===== src/rtl/minority_bist_pkg.sv =====
// rtl/minority_bist_pkg.sv - shared types, constants and golden model for minority_bist
// Contents:
//   state_t       - controller state encoding (IDLE, SETTLE, SAMPLE, DONE)
//   NUM_VECTORS   - number of exhaustive input vectors for a 3-input gate
//   minority_ref  - golden minority function, also used by the bench
package minority_bist_pkg;

    typedef enum logic [1:0] {
        ST_IDLE   = 2'd0,
        ST_SETTLE = 2'd1,
        ST_SAMPLE = 2'd2,
        ST_DONE   = 2'd3
    } state_t;

    localparam int NUM_VECTORS = 8;

    function automatic logic minority_ref(input logic a, input logic b, input logic c);
        return ~((a & b) | (a & c) | (b & c));
    endfunction

endpackage


===== src/rtl/minority_bist.sv =====
// rtl/minority_bist.sv - exhaustive self-test controller for a 3-input minority gate
// Parameters:
//   SETTLE_CYCLES  cycles each vector is held before y is sampled (>= 1)
//   COUNT_W        width of the saturating fail_count
// Ports:
//   clk, reset_n   clock (rising edge) and asynchronous active-low reset
//   start          run request, level-sampled in IDLE only
//   abort          (MINORITY_BIST_ABORT_EN only) ends a run early with pass=0
//   busy           high while vectors are being applied (SETTLE/SAMPLE)
//   done           one-cycle pulse in the DONE state
//   pass           result of the last run, held until the next run starts
//   fail_count     mismatching vectors in the last/current run, saturating
//   first_fail_vec {a,b,c} of the first mismatch of the run
//   a, b, c        registered drive to the gate under test
//   y              gate output, sampled synchronously in SAMPLE
// Build option: define MINORITY_BIST_ABORT_EN to add the abort input.
module minority_bist
    import minority_bist_pkg::*;
#(
    parameter int SETTLE_CYCLES = 2,
    parameter int COUNT_W       = 4
) (
    input  logic               clk,
    input  logic               reset_n,
    input  logic               start,
`ifdef MINORITY_BIST_ABORT_EN
    input  logic               abort,
`endif
    output logic               busy,
    output logic               done,
    output logic               pass,
    output logic [COUNT_W-1:0] fail_count,
    output logic [2:0]         first_fail_vec,
    output logic               a,
    output logic               b,
    output logic               c,
    input  logic               y
);

    localparam int CNT_W = (SETTLE_CYCLES > 1) ? $clog2(SETTLE_CYCLES) : 1;
    localparam logic [CNT_W-1:0]   CNT_LOAD  = CNT_W'(SETTLE_CYCLES - 1);
    localparam logic [COUNT_W-1:0] COUNT_MAX = {COUNT_W{1'b1}};
    localparam logic [2:0]         LAST_VEC  = 3'(NUM_VECTORS - 1);

    state_t           state;
    logic [CNT_W-1:0] settle_cnt;
    logic [2:0]       vec;
    logic             abort_req;
    logic             mismatch;

`ifdef MINORITY_BIST_ABORT_EN
    assign abort_req = abort;
`else
    assign abort_req = 1'b0;
`endif

    // The drive register is the vector counter itself, so a/b/c only change
    // on the edge that starts a vector's first SETTLE cycle.
    assign {a, b, c} = vec;
    assign mismatch  = (y != minority_ref(vec[2], vec[1], vec[0]));

    always_ff @(posedge clk or negedge reset_n) begin
        if (!reset_n) begin
            state          <= ST_IDLE;
            settle_cnt     <= '0;
            vec            <= '0;
            busy           <= 1'b0;
            done           <= 1'b0;
            pass           <= 1'b0;
            fail_count     <= '0;
            first_fail_vec <= '0;
        end else begin
            done <= 1'b0;
            case (state)
                ST_IDLE: begin
                    if (start) begin
                        vec            <= '0;
                        fail_count     <= '0;
                        pass           <= 1'b0;
                        first_fail_vec <= '0;
                        settle_cnt     <= CNT_LOAD;
                        busy           <= 1'b1;
                        state          <= ST_SETTLE;
                    end
                end
                ST_SETTLE: begin
                    if (abort_req) begin
                        busy  <= 1'b0;
                        done  <= 1'b1;
                        pass  <= 1'b0;
                        state <= ST_DONE;
                    end else if (settle_cnt == '0) begin
                        state <= ST_SAMPLE;
                    end else begin
                        settle_cnt <= settle_cnt - 1'b1;
                    end
                end
                ST_SAMPLE: begin
                    if (abort_req) begin
                        // The comparison of this cycle is discarded.
                        busy  <= 1'b0;
                        done  <= 1'b1;
                        pass  <= 1'b0;
                        state <= ST_DONE;
                    end else begin
                        if (mismatch) begin
                            if (fail_count != COUNT_MAX) begin
                                fail_count <= fail_count + 1'b1;
                            end
                            // A zero count means no earlier mismatch in this run;
                            // saturation never wraps it back to zero.
                            if (fail_count == '0) begin
                                first_fail_vec <= vec;
                            end
                        end
                        if (vec == LAST_VEC) begin
                            busy  <= 1'b0;
                            done  <= 1'b1;
                            pass  <= (fail_count == '0) && !mismatch;
                            state <= ST_DONE;
                        end else begin
                            vec        <= vec + 1'b1;
                            settle_cnt <= CNT_LOAD;
                            state      <= ST_SETTLE;
                        end
                    end
                end
                ST_DONE: begin
                    state <= ST_IDLE;
                end
                default: begin
                    state <= ST_IDLE;
                end
            endcase
        end
    end

endmodule


===== config.mk =====
export PLATFORM = sky130hd
export DESIGN_NAME = minority_bist
export DESIGN_NICKNAME = d
export VERILOG_FILES = /design/src/rtl/minority_bist_pkg.sv /design/src/rtl/minority_bist.sv
export SDC_FILE = /design/constraint.sdc
export NUM_CORES = 1
export LEC_CHECK = 0
export ABC_AREA = 1
export BUFFER_PORTS_ARGS = -buffer_cell sky130_fd_sc_hd__buf_2
export CAP_MARGIN = 20
export CORE_MARGIN = 1.5
export CORE_UTILIZATION = 55
export CTS_BUF_LIST = sky130_fd_sc_hd__clkbuf_8
export CTS_CLUSTER_SIZE = 24
export DETAILED_ROUTE_END_ITERATION = 10
export PLACE_DENSITY = 0.8
export RECOVER_POWER = 25
export SYNTH_ARGS = -nofsm -noshare
export SYNTH_HDL_FRONTEND = slang
export SYNTH_SLANG_ARGS = --single-unit
export TNS_END_PERCENT = 5

===== constraint.sdc =====
create_clock -name clk -period 1.5 [get_ports clk]
set_input_delay 0.3 -clock clk [delete_from_list [all_inputs] [get_ports clk]]
set_output_delay 0.3 -clock clk [all_outputs]
set_load 0.05 [all_outputs]

# Word-level counts from Yosys, hierarchy flattened
# Index checks and enable logic that the tools add are counted.
# totals
reg_bits	16
output_inout_bits	13
input_bits	4
wordCells	67
# classes
n_eq_ne	13
n_mux	25
bitwise_logic	6
addsub	3
n_reduce_logical	12
# ops
cell	count
$ne 2x2->1 const B	7
$mux 3	4
$mux 4	3
$pmux 3 s2	2
$reduce_and 3->1	3
$mux 1	8
$pmux 2 s4	1
$pmux 4 s2	1
$reduce_and 4->1	2
$mux 2	3
$add 4x1->4 const B	1
$eq 2x2->1 const B	2
$logic_not 4->1	1
$ne 4x4->1 const B	1
$pmux 1 s2	2
$add 3x1->3 const B	1
$and 1x1->1	3
$eq 3x3->1 const B	1
$pmux 1 s3	1
$reduce_bool 3->1	1
$eq 2x1->1 const B	1
$logic_not 2->1	1
$or 1x1->1	2
$reduce_and 2->1	1
other kinds (6)	6

# Longest topological paths before layout
# Gate-level depths: netlist (run 1).
# logic_depth
depth_word	9
mapped_depth	8
ltp_nobuf	8

# Worst setup path before layout (run 1)
# OpenSTA, ideal clock, no wires.
# synth_path
path_type	register to register
start	register vec[1]
end	register vec[0]
path_buffers	0
path_stages_with_launch	8
setup_slack_ps	-197
setup_time_ps	119
arrival_ps	1578
period_less_slack_ps	1697
required_ps	1381
path_cell_list	dfrtp_1 -> ha_1 -> ha_1 -> nor2_1 -> nor2_2 -> inv_1 -> nand2_1 -> o21a_1
# synth_between
elab_chain_len	3
# synth_rtl
element	line_no	text
from (decl)	minority_bist.sv:47	logic [2:0] vec;
from (signal assigned)	minority_bist.sv:122	vec <= vec + 1'b1;
$eq 3x3->1	minority_bist.sv:116	if (vec == LAST_VEC) begin
$ne 2x2->1 (no line)	n/a	
$reduce_and 3->1 (no line)	n/a	
# Every way passes these cells.
# A chain may end at the register's enable or synchronous reset.

# Worst setup path after layout (run 1)
# layout_path
start	register fail_count[0]
end	register fail_count[1]
# layout_between
elab_chain_len	4
word_cells_on_any_way	7
cone_classes	add/sub: 1; eq/ne: 2; mux: 3; reduce/logical: 1
# layout_rtl
element	line_no	text
from (decl)	minority_bist.sv:32	output logic [COUNT_W-1:0] fail_count,
from (signal assigned)	minority_bist.sv:108	fail_count <= fail_count + 1'b1;
$add 4x1->4	minority_bist.sv:108	
$mux 4	minority_bist.sv:107	if (fail_count != COUNT_MAX) begin
$mux 4	minority_bist.sv:106	if (mismatch) begin
$pmux 4 s2	minority_bist.sv:74	case (state)
# Several ways; a longest one is shown, not always the timed one. The select of a mux whose other input is x is not followed.

==> results by group, run 1 <==
Clock network
  • CTS Buf Count: 3
  • Clk root buf: clkbuf_8
  • Clock sink count: 16
  • Clk Latency, worst-skew pair: 240 ps
  • H-Tree Depth: 1
  • Longest Clk Path Bufs: 2
  • CTS tree: done
  • Clock slew at reported path FFs: around 60 ps

Critical path
  • Arrival time worst endpoint: 1540 ps
  • Crit path top cell by count: nand2_1
  • Crit. End Element: flip-flop
  • Crit path kind: reg2reg
  • Crit Path Max Fanout: 5
  • CP peak stage delay: 430 ps
  • Slowest stage cell on the critical path: dfrtp_2
  • Critical-path cell list: ha_1 > nand2_1 > nor2_1 > o21ai_2 > nand2_1 > nand2_1 > nand2_1
  • CP required: approximately 1600 ps
  • CP startpoint kind: flip-flop

Synthesis
  • Syn_area_per_cell: 8.00 µm²
  • Primary FF master, synth: dfrtp_1
  • Yosys warning total: 0
  • Area leader, netlist: dfrtp_1
  • Count leader, synth: nand2_1
  • FF+latch count, synth: 16
  • Synth top area share: 0.477
  • Part of the Yosys area used for sequential elements: 0.477
  • Post-Syn Instances: 105
  • Number of synthesized flops with an enable pin: 0
  • Mapped Area: 840 µm²
  • Synth top area cells: dfrtp_1, nand2_1, ha_1, nor2_1, inv_1
  • Asr flop ratio synth: 1.00
  • Syn Nets: 113
  • Synth top cells by count: nand2_1, dfrtp_1, nor2_1
  • Yosys cell types: 18

Placed design
  • Placed inst area: ~940 µm²
  • Pre-CTS WS: 84.6 ps
  • Detailed placement HPWL: 1130 µm
  • GP Congestion: 0.786
  • Number of port buffers: 16

Finish
  • Multi-input gate area: 398 µm²
  • Diode count: 0
  • Layout cell share with drive strength beyond 1: 0.270
  • Area Growth Syn to Fin: 20.7%
  • Layout Cell Area excl Fill: 1010 µm²
  • Post-layout nets: 135
  • Register area: ~400 µm²
  • FILL cells: 112

STA
  • Fin. Hold Viols: 0
  • Final Setup Violations: 0
  • Peak Freq: between 0.7 and 0.8 GHz
  • Final Cycle Share: 0.937
  • Final WS setup: 94.9 ps
  • Time the worst path needs with I/O delays and setup: 1410 ps
  • RSZ-0062 raised after global routing: yes
  • Slew Limit Fails: 0
  • Clk_skew: approximately 2.7 ps
  • Worst slew pin tran: 867 ps
  • Slew headroom: 0.422

Power and ir drop
  • Worst IR Drop VDD: 0.00121 V
  • P per Cell Area: 1870 nW/µm²
  • Leak Pwr: 0.575 nW

Die
  • Placeable Area: 1370 µm²
  • Site Rows: 13
  • DIE AREA: 1770 µm²
  • # IOs: 17
  • Die Height: between 40 and 50 µm
  • Initial Util: 0.614
  • Width of the chip: 42.1 µm

Detailed routing
  • DRT iter0 DRCs: 26
  • Via count: roughly 750
  • DRT met1 WL: between 700 and 800 µm
  • DRC Markers: 0
  • WL/cell: 11.4 µm
  • Vias per cell: 5.33
  • Initial DRT Pass Iterations: 4
  • Metal2 WL: 728 µm
  • Final wirelength: roughly 1600 µm
  • Highest metal used: met4
  • Antenna viol nets, final: 0
  • DR WL met3: 91 µm

GRT
  • First-pass GRT wire length: 2980 µm
  • Initial antenna violation count: 0
  • Number of global-route vias before repair: 716
  • GRT Total Usage: 0.216
  • Largest net degree at the start of global routing: 17
  • Total grt overflow: 0

Min path
  • Hold Crit Class: in2reg

Job
  • Maximum Capacitance Violations: 0

Outcome
  • Outcome: finished clean
## path summary, 6_finish.rpt
| kind | slack, ps | start | endpoint | cells after the start |
|---|---|---|---|---|
| setup / recovery | 90 | fail_count[0] | fail_count[1] | 7 |
| hold reg to reg | 470 | busy | busy | 2 |
| max in group asynchronous | 230 | reset_n | fail_count[0] | 2 |
| min in group asynchronous | 680 | reset_n | done | 2 |
| hold / removal | 380 | start | settle_cnt | 4 |
| setup reg to reg | 90 | fail_count[0] | fail_count[1] | 7 |
## timing repair
action                                  CTS  global route
hold buffers                              1             0
endpoints found under the setup margin    0             7
setup buffers                             0             0
hold endpoints to repair                 16             0
resized for setup                         0             1
## critical path: cells and delay by family (launching register included)
kind	cells	cell delay (ps)
fa+ha+maj	1	220
compound gates	1	220
flops	1	430
simple gates	5	420
## through the flow
stage / cells / power (mW) / utilization / TNS (ps) / hold slack [ps]
floorplan: 105 / 1.32 / - / -31.8 / 4.41
global placement: 136 / 1.49 / 0.691 / 0 / 227
detailed placement: 136 / 1.51 / 0.691 / 0 / 231
CTS: 141 / 1.90 / 0.739 / 0 / 382
global route: 141 / 2.03 / 0.742 / -167 / 431
finish: 141 / 1.90 / 0.742 / 0 / 381
## layer usage
layer / track usage / vias to the layer above
met4: 0.0563 / 0
met1: 0.285 / 350
met2: 0.375 / 23
li1: - / 377
met5: 0 / -
met3: 0.0259 / 2
## flip-flops by register name (all words and copies together) (netlist names)
signal,count
busy,1
done,1
fail_count,4
first_fail_vec,3
pass,1
settle_cnt,1
state,2
vec,3
## cell type report
class	instances	share of cell area
Tap cell	15	0.0185
Clock buffer	4	0.0543
Sequential cell	16	0.399
Inverter	13	0.0481
Timing Repair Buffer	17	0.0877
Multi-Input combinational cell	76	0.393
## cells in the final DEF, fill, tap and decap left out, types with 2 or more instances in the layout
cell	instances
nor2_4	2
dfrtp_1	13
clkbuf_8	4
ha_1	4
dfrtp_2	3
o21ai_1	2
inv_2	3
inv_1	10
buf_2	15
nand3_1	6
nand2_1	35
nand2_2	3
nor2_1	10
o21ai_2	2
nand4_1	6
## cells by family after synthesis
family / synth area share
AOI/OAI and AO/OA: 0.0641
adders and majority gates: 0.0596
buffers and inverters: 0.0581
DFF: 0.477
and+or+nand+nor: 0.341
## power breakdown
group	switching (mW)	internal (mW)	total, mW
logic	0.621	0.239	0.860
registers	0.118	0.544	0.661
clock network	0.142	0.232	0.375
Note: power is estimated with default switching activity, not from simulation.
==> run 2, diff against run 1 <==
--- a/config.mk
+++ b/config.mk
@@ -13,7 +13,7 @@
 export CTS_BUF_LIST = sky130_fd_sc_hd__clkbuf_8
 export CTS_CLUSTER_SIZE = 24
 export DETAILED_ROUTE_END_ITERATION = 10
-export PLACE_DENSITY = 0.8
+export PLACE_DENSITY_LB_ADDON = 0.1
 export RECOVER_POWER = 25
 export SYNTH_ARGS = -nofsm -noshare
 export SYNTH_HDL_FRONTEND = slang
==> constraint.sdc (replaced) <==
create_clock -name clk -period 1.6 [get_ports clk]
set_input_delay 0.32 -clock clk [delete_from_list [all_inputs] [get_ports clk]]
set_output_delay 0.32 -clock clk [all_outputs]
set_load 0.05 [all_outputs]
==> results by group, run 2 (synthesis results as in run 1) <==
Critical path
  • Slowest stage cell on the critical path: dfrtp_2
  • CP startpoint kind: flip-flop
  • R2R cell count: 7 (unchanged)
  • Crit. End Element: flip-flop
  • Critical-path cell list: ha_1 > ha_1 > nor2_1 > nor2_2 > inv_1 > nand2_1 > o21a_1
  • Number of buffers and inverters on the critical path: 1 (+1)
  • Worst path depth: 7 (unchanged)
  • Crit path kind: reg2reg
  • Arrival time worst endpoint: 1570 ps (+30 ps)
  • CP required: 1740 ps (+100 ps)
  • Delay-heaviest family, CP: flip-flops
  • Crit path top cell by count: ha_1
  • CP peak stage delay: 430 ps (about the same)
  • Crit Path Max Fanout: 5 (unchanged)

Detailed routing
  • Antenna viol nets, final: 0 (unchanged)
  • DRT iter0 DRCs: 8 (-69%)
  • Via count: 729 (-3.1%)
  • DRC Markers: 0 (unchanged)
  • Final wirelength: 1590 µm (-0.50%)
  • Vias per cell: 5.13 (-3.7%)
  • Highest metal used: met4
  • DRT met1 WL: 751 µm (-1.7%)
  • DR WL met3: 73 µm (-20%)
  • WL/cell: 11.2 µm (-1.2%)
  • Metal2 WL: 732 µm (+0.55%)
  • Initial DRT Pass Iterations: 4 (unchanged)

GRT
  • Largest net degree at the start of global routing: 17 (unchanged)
  • Initial antenna violation count: 0 (unchanged)
  • Number of global-route vias before repair: 684 (-4.5%)
  • First-pass GRT wire length: 2860 µm (-4.2%)
  • Total grt overflow: 0 (unchanged)
  • GRT Total Usage: 0.212 (-0.00329)

Clock network
  • Clk Latency, worst-skew pair: 250 ps (about the same)
  • Clk root buf: clkbuf_8
  • CTS Buf Count: 3 (unchanged)
  • Clock sink count: 16 (unchanged)
  • Post-CTS Resized: 0 (unchanged)
  • Longest Clk Path Bufs: 2 (unchanged)
  • H-Tree Depth: 1 (unchanged)
  • Clock slew at reported path FFs: 60 ps (about the same)
  • CTS tree: done

Finish
  • Post-layout nets: 136 (+0.74%)
  • Layout cell share with drive strength beyond 1: 0.260 (-0.0100)
  • Register area: 403 µm² (-0.31%)
  • Commonest non-fill, non-tap cells in the layout: nand2_1, buf_2, dfrtp_1, nor2_1, inv_1
  • Multi-input gate area: 390 µm² (-1.9%)
  • Area Growth Syn to Fin: 20.6%
  • Largest reg by FF count: fail_count
  • Diode count: 0 (unchanged)
  • Largest register FFs: 4 (unchanged)
  • Largest regs: fail_count: 4 flops, first_fail_vec: 3 flops, vec: 3 flops
  • Fin util: 0.741 (-0.000916)
  • FILL cells: 110 (-1.8%)
  • Most common cell after layout, fill and taps aside: nand2_1

Job
  • Maximum Capacitance Violations: 0 (unchanged)

Power and ir drop
  • Leak Pwr: 0.583 nW (+1.4%)
  • Worst IR Drop VDD: 0.00126 V (+4.0%)
  • Design Power: 1.77 mW (-6.7%)
  • P per Cell Area: 1750 nW/µm² (-6.6%)

Min path
  • Hold Crit Class: in2reg
  • Min-Delay Path Depth: 3 (-1)

Die
  • # IOs: 17 (unchanged)
  • DIE AREA: 1770 µm² (unchanged)
  • Die Height: 42.1 µm (unchanged)
  • Site Rows: 13 (unchanged)
  • Initial Util: 0.614 (unchanged)
  • Width of the chip: 42.1 µm (unchanged)
  • Placeable Area: 1370 µm² (unchanged)

STA
  • RSZ-0062 raised after global routing: no
  • Peak Freq: 0.701 GHz (-1.6%)
  • Final Setup Violations: 0 (unchanged)
  • Slew Limit Fails: 0 (unchanged)
  • Worst slew pin tran: 852 ps (-15.2 ps)
  • Fin. Hold Viols: 0 (unchanged)
  • Time the worst path needs with I/O delays and setup: 1430 ps (+22.3 ps)
  • Final Cycle Share: 0.892 (-0.0446)
  • Final setup TNS: 0 ps (unchanged)
  • Slew headroom: 0.432 (+0.0101)
  • Clk_skew: 1.69 ps (-1.05 ps)

Placed design
  • Number of port buffers: 16 (unchanged)
  • Detailed placement HPWL: 1180 µm (+4.1%)
  • GP Congestion: 0.743 (-5.5%)

Outcome
  • Outcome: finished clean
## run 2: power by group
part	internal, mW	switching (mW)	total (mW)
Combinational	0.226	0.573	0.799
Clock	0.218	0.136	0.354
Sequential	0.508	0.108	0.616
## run 2: cell type report
cell class,count,share of cell area
Sequential cell,16,0.398
Clock buffer,4,0.0544
Timing Repair Buffer,18,0.0952
Multi-Input combinational cell,76,0.386
Inverter,13,0.0482
Tap cell,15,0.0185
## run 2: worst register-to-register path: cells and delay by family (launching register included)
family                   cells  cell delay, ps
adder cells (fa/ha/maj)      2             430
buffers and inverters        1              60
flip-flops                   1             430
AO/OA/AOI/OAI                1              90
AND/OR/NAND/NOR              3             310
## run 2: repair_timing
action | CTS | global route
hold buffers | 1 | 0
hold endpoints to repair | 16 | 0
buffers inserted | 0 | 0
## run 2: path summary, 6_finish.rpt
check / end / start / slack [ps]
setup / recovery: vec[0] / vec[1] / 170
hold / removal: busy / start / 400
setup reg to reg: vec[0] / vec[1] / 170
hold reg to reg: busy / busy / 470
max in group asynchronous: vec[1] / reset_n / 330
min in group asynchronous: done / reset_n / 690
## run 2: metrics by stage
step / setup slack [ps] / cell area (µm²) / cells / hold slack, ps
floorplan: 28.4 / 842 / 105 / 24.4
global placement: 231 / 948 / 137 / 246
detailed placement: 176 / 948 / 137 / 249
CTS: 159 / 1010 / 142 / 402
global route: 47.8 / 1010 / 142 / 425
finish: 173 / 1010 / 142 / 395
## run 2: per-layer routing
metal  up-vias  track usage
li1        380            -
met1       325        0.274
met2        19        0.344
met3         5       0.0302
met4         0        0.113
met5         -            0
==> run 3, diff against run 2 <==
--- a/config.mk
+++ b/config.mk
@@ -8,11 +8,14 @@
 export ABC_AREA = 1
 export BUFFER_PORTS_ARGS = -buffer_cell sky130_fd_sc_hd__buf_2
 export CAP_MARGIN = 20
-export CORE_MARGIN = 1.5
-export CORE_UTILIZATION = 55
+export CELL_PAD_IN_SITES_DETAIL_PLACEMENT = 1
+export CELL_PAD_IN_SITES_GLOBAL_PLACEMENT = 1
+export CORE_ASPECT_RATIO = 0.8
+export CORE_UTILIZATION = 40
 export CTS_BUF_LIST = sky130_fd_sc_hd__clkbuf_8
 export CTS_CLUSTER_SIZE = 24
 export DETAILED_ROUTE_END_ITERATION = 10
+export HOLD_SLACK_MARGIN = 0.1
 export PLACE_DENSITY_LB_ADDON = 0.1
 export RECOVER_POWER = 25
 export SYNTH_ARGS = -nofsm -noshare
==> results by group, run 3 (synthesis results as in run 1) <==
Critical path
  • Arrival time worst endpoint: 1580 ps (about the same)
  • Crit path kind: reg2reg
  • CP required: 1740 ps (about the same)
  • Crit. End Element: flip-flop
  • Crit Path Max Fanout: 6 (+1)
  • CP startpoint kind: flip-flop

Clock network
  • CTS Buf Count: 3 (unchanged)
  • Clk root buf: clkbuf_8
  • Longest Clk Path Bufs: 2 (unchanged)
  • H-Tree Depth: 1 (unchanged)
  • Clock sink count: 16 (unchanged)
  • Clk Latency, worst-skew pair: 250 ps (about the same)
  • CTS tree: done
  • Clock slew at reported path FFs: 70 ps (about the same)
  • Post-CTS Resized: 0 (unchanged)

Finish
  • Commonest non-fill, non-tap cells in the layout: nand2_1, buf_2, dfrtp_1, inv_1, nor2_1
  • Layout cell share with drive strength beyond 1: 0.260 (unchanged)
  • Area Growth Syn to Fin: 20.9%
  • Diode count: 0 (unchanged)
  • Largest regs: fail_count: 4 flops, first_fail_vec: 3 flops, vec: 3 flops
  • Most common cell after layout, fill and taps aside: nand2_1
  • Fin util: 0.527 (-0.214)
  • Post-layout nets: 136 (unchanged)
  • Largest reg by FF count: fail_count
  • Largest register FFs: 4 (unchanged)

STA
  • Fin. Hold Viols: 0 (unchanged)
  • Final setup TNS: 0 ps (unchanged)
  • Final Setup Violations: 0 (unchanged)
  • Final Cycle Share: 0.900 (+0.00816)
  • Clk_skew: 2.63 ps (+0.934 ps)
  • Slew Limit Fails: 0 (unchanged)
  • RSZ-0062 raised after global routing: no
  • Peak Freq: 0.694 GHz (-0.91%)
  • Slew headroom: 0.743 (+0.310)
  • Hold WS: 407 ps (+11.2 ps)
  • Time the worst path needs with I/O delays and setup: 1440 ps (+13.1 ps)
  • Worst slew pin tran: 386 ps (-466 ps)

Die
  • Site Rows: 14 (+1)
  • DIE AREA: 2290 µm² (+29%)
  • Placeable Area: 1930 µm² (+41%)
  • Initial Util: 0.436 (-0.179)
  • Width of the chip: 53.2 µm (+27%)
  • Die Height: 43.0 µm (+2.2%)
  • # IOs: 17 (unchanged)

GRT
  • Initial antenna violation count: 0 (unchanged)
  • Number of global-route vias before repair: 797 (+17%)
  • First-pass GRT wire length: 3550 µm (+24%)
  • Total grt overflow: 0 (unchanged)
  • GRT Total Usage: 0.220 (+0.00771)
  • Largest net degree at the start of global routing: 17 (unchanged)

Placed design
  • Number of port buffers: 16 (unchanged)
  • Detailed placement HPWL: 1510 µm (+28%)
  • GP Congestion: 0.763 (+2.7%)

Power and ir drop
  • Design Power: 1.75 mW (-0.81%)
  • P per Cell Area: 1730 nW/µm² (-1.1%)
  • Leak Pwr: 0.584 nW (+0.15%)
  • Worst IR Drop VDD: 0.00151 V (+20%)

Detailed routing
  • Vias per cell: 5.15 (+0.36%)
  • Initial DRT Pass Iterations: 4 (unchanged)
  • DRT iter0 DRCs: 19 (+11)
  • WL/cell: 13.4 µm (+19%)
  • Antenna viol nets, final: 0 (unchanged)
  • Final wirelength: 2020 µm (+27%)
  • Via count: 778 (+6.7%)
  • DRC Markers: 0 (unchanged)

Outcome
  • Outcome: finished clean

Min path
  • Hold Crit Class: in2reg

Job
  • Maximum Capacitance Violations: 0 (unchanged)
-- run 3: changes by cell type in the layout (fill, tap and decap cells not counted) --
cell,change
clkbuf_1,-1
inv_1,+1
buf_2,+1
clkbuf_8,-1
-- run 3: metrics by stage --
step	worst slack (ps)	instances	instance area, µm²
after detailed placement	177	146	960
after global placement	196	146	960
final	160	151	1010
after CTS	158	151	1010
after floorplan	28.4	105	842
after global routing	53.7	151	1010
-- run 3: where the power goes --
group	total, mW	internal [mW]	switching, mW
combinational	0.815	0.224	0.591
sequential	0.626	0.508	0.118
clock	0.314	0.170	0.144
total	1.75	0.902	0.852
-- run 3: repair_timing --
item	CTS	global route
setup buffers	0	0
hold endpoints to repair	16	0
hold buffers	1	0
-- run 3: layout make-up --
| type | instances | area (µm²) |
|---|---|---|
| clock buffers | 3 | 41.3 |
| fillers | 249 | 912 |
| clock inverters | 1 | 3.75 |
| flip-flops and latches | 16 | 403 |
| repair buffers | 18 | 97.6 |
| inverters | 13 | 48.8 |
| well taps | 24 | 30.0 |
| multi-input cells | 76 | 390 |
-- run 3: path summary, 6_finish.rpt --
kind	slack, ps	depth (start not counted)	from	endpoint
setup / recovery	160	7	vec[0]	fail_count[3]
hold / removal	410	4	start	settle_cnt
setup reg to reg	160	7	vec[0]	fail_count[3]
hold reg to reg	470	2	first_fail_vec[2]	first_fail_vec[2]
max in group asynchronous	770	2	reset_n	vec[1]
min in group asynchronous	530	2	reset_n	done
-- run 3: routing by layer --
metal / global-route usage / vias up / wire (µm)
met5: 0 / - / 0
met4: 0.0526 / 0 / 9
met3: 0.0645 / 2 / 95
met2: 0.380 / 22 / 992
met1: 0.263 / 374 / 923
li1: - / 380 / -
-- run 3: worst max-delay path: stages, from the launching register on --
cell and delay [ps]:
dfrtp_2 450, ha_1 210, inv_1 70, nand4_1 140, nand3_2 170, nand2_1 130, nand2_1 90, nand2_1 60
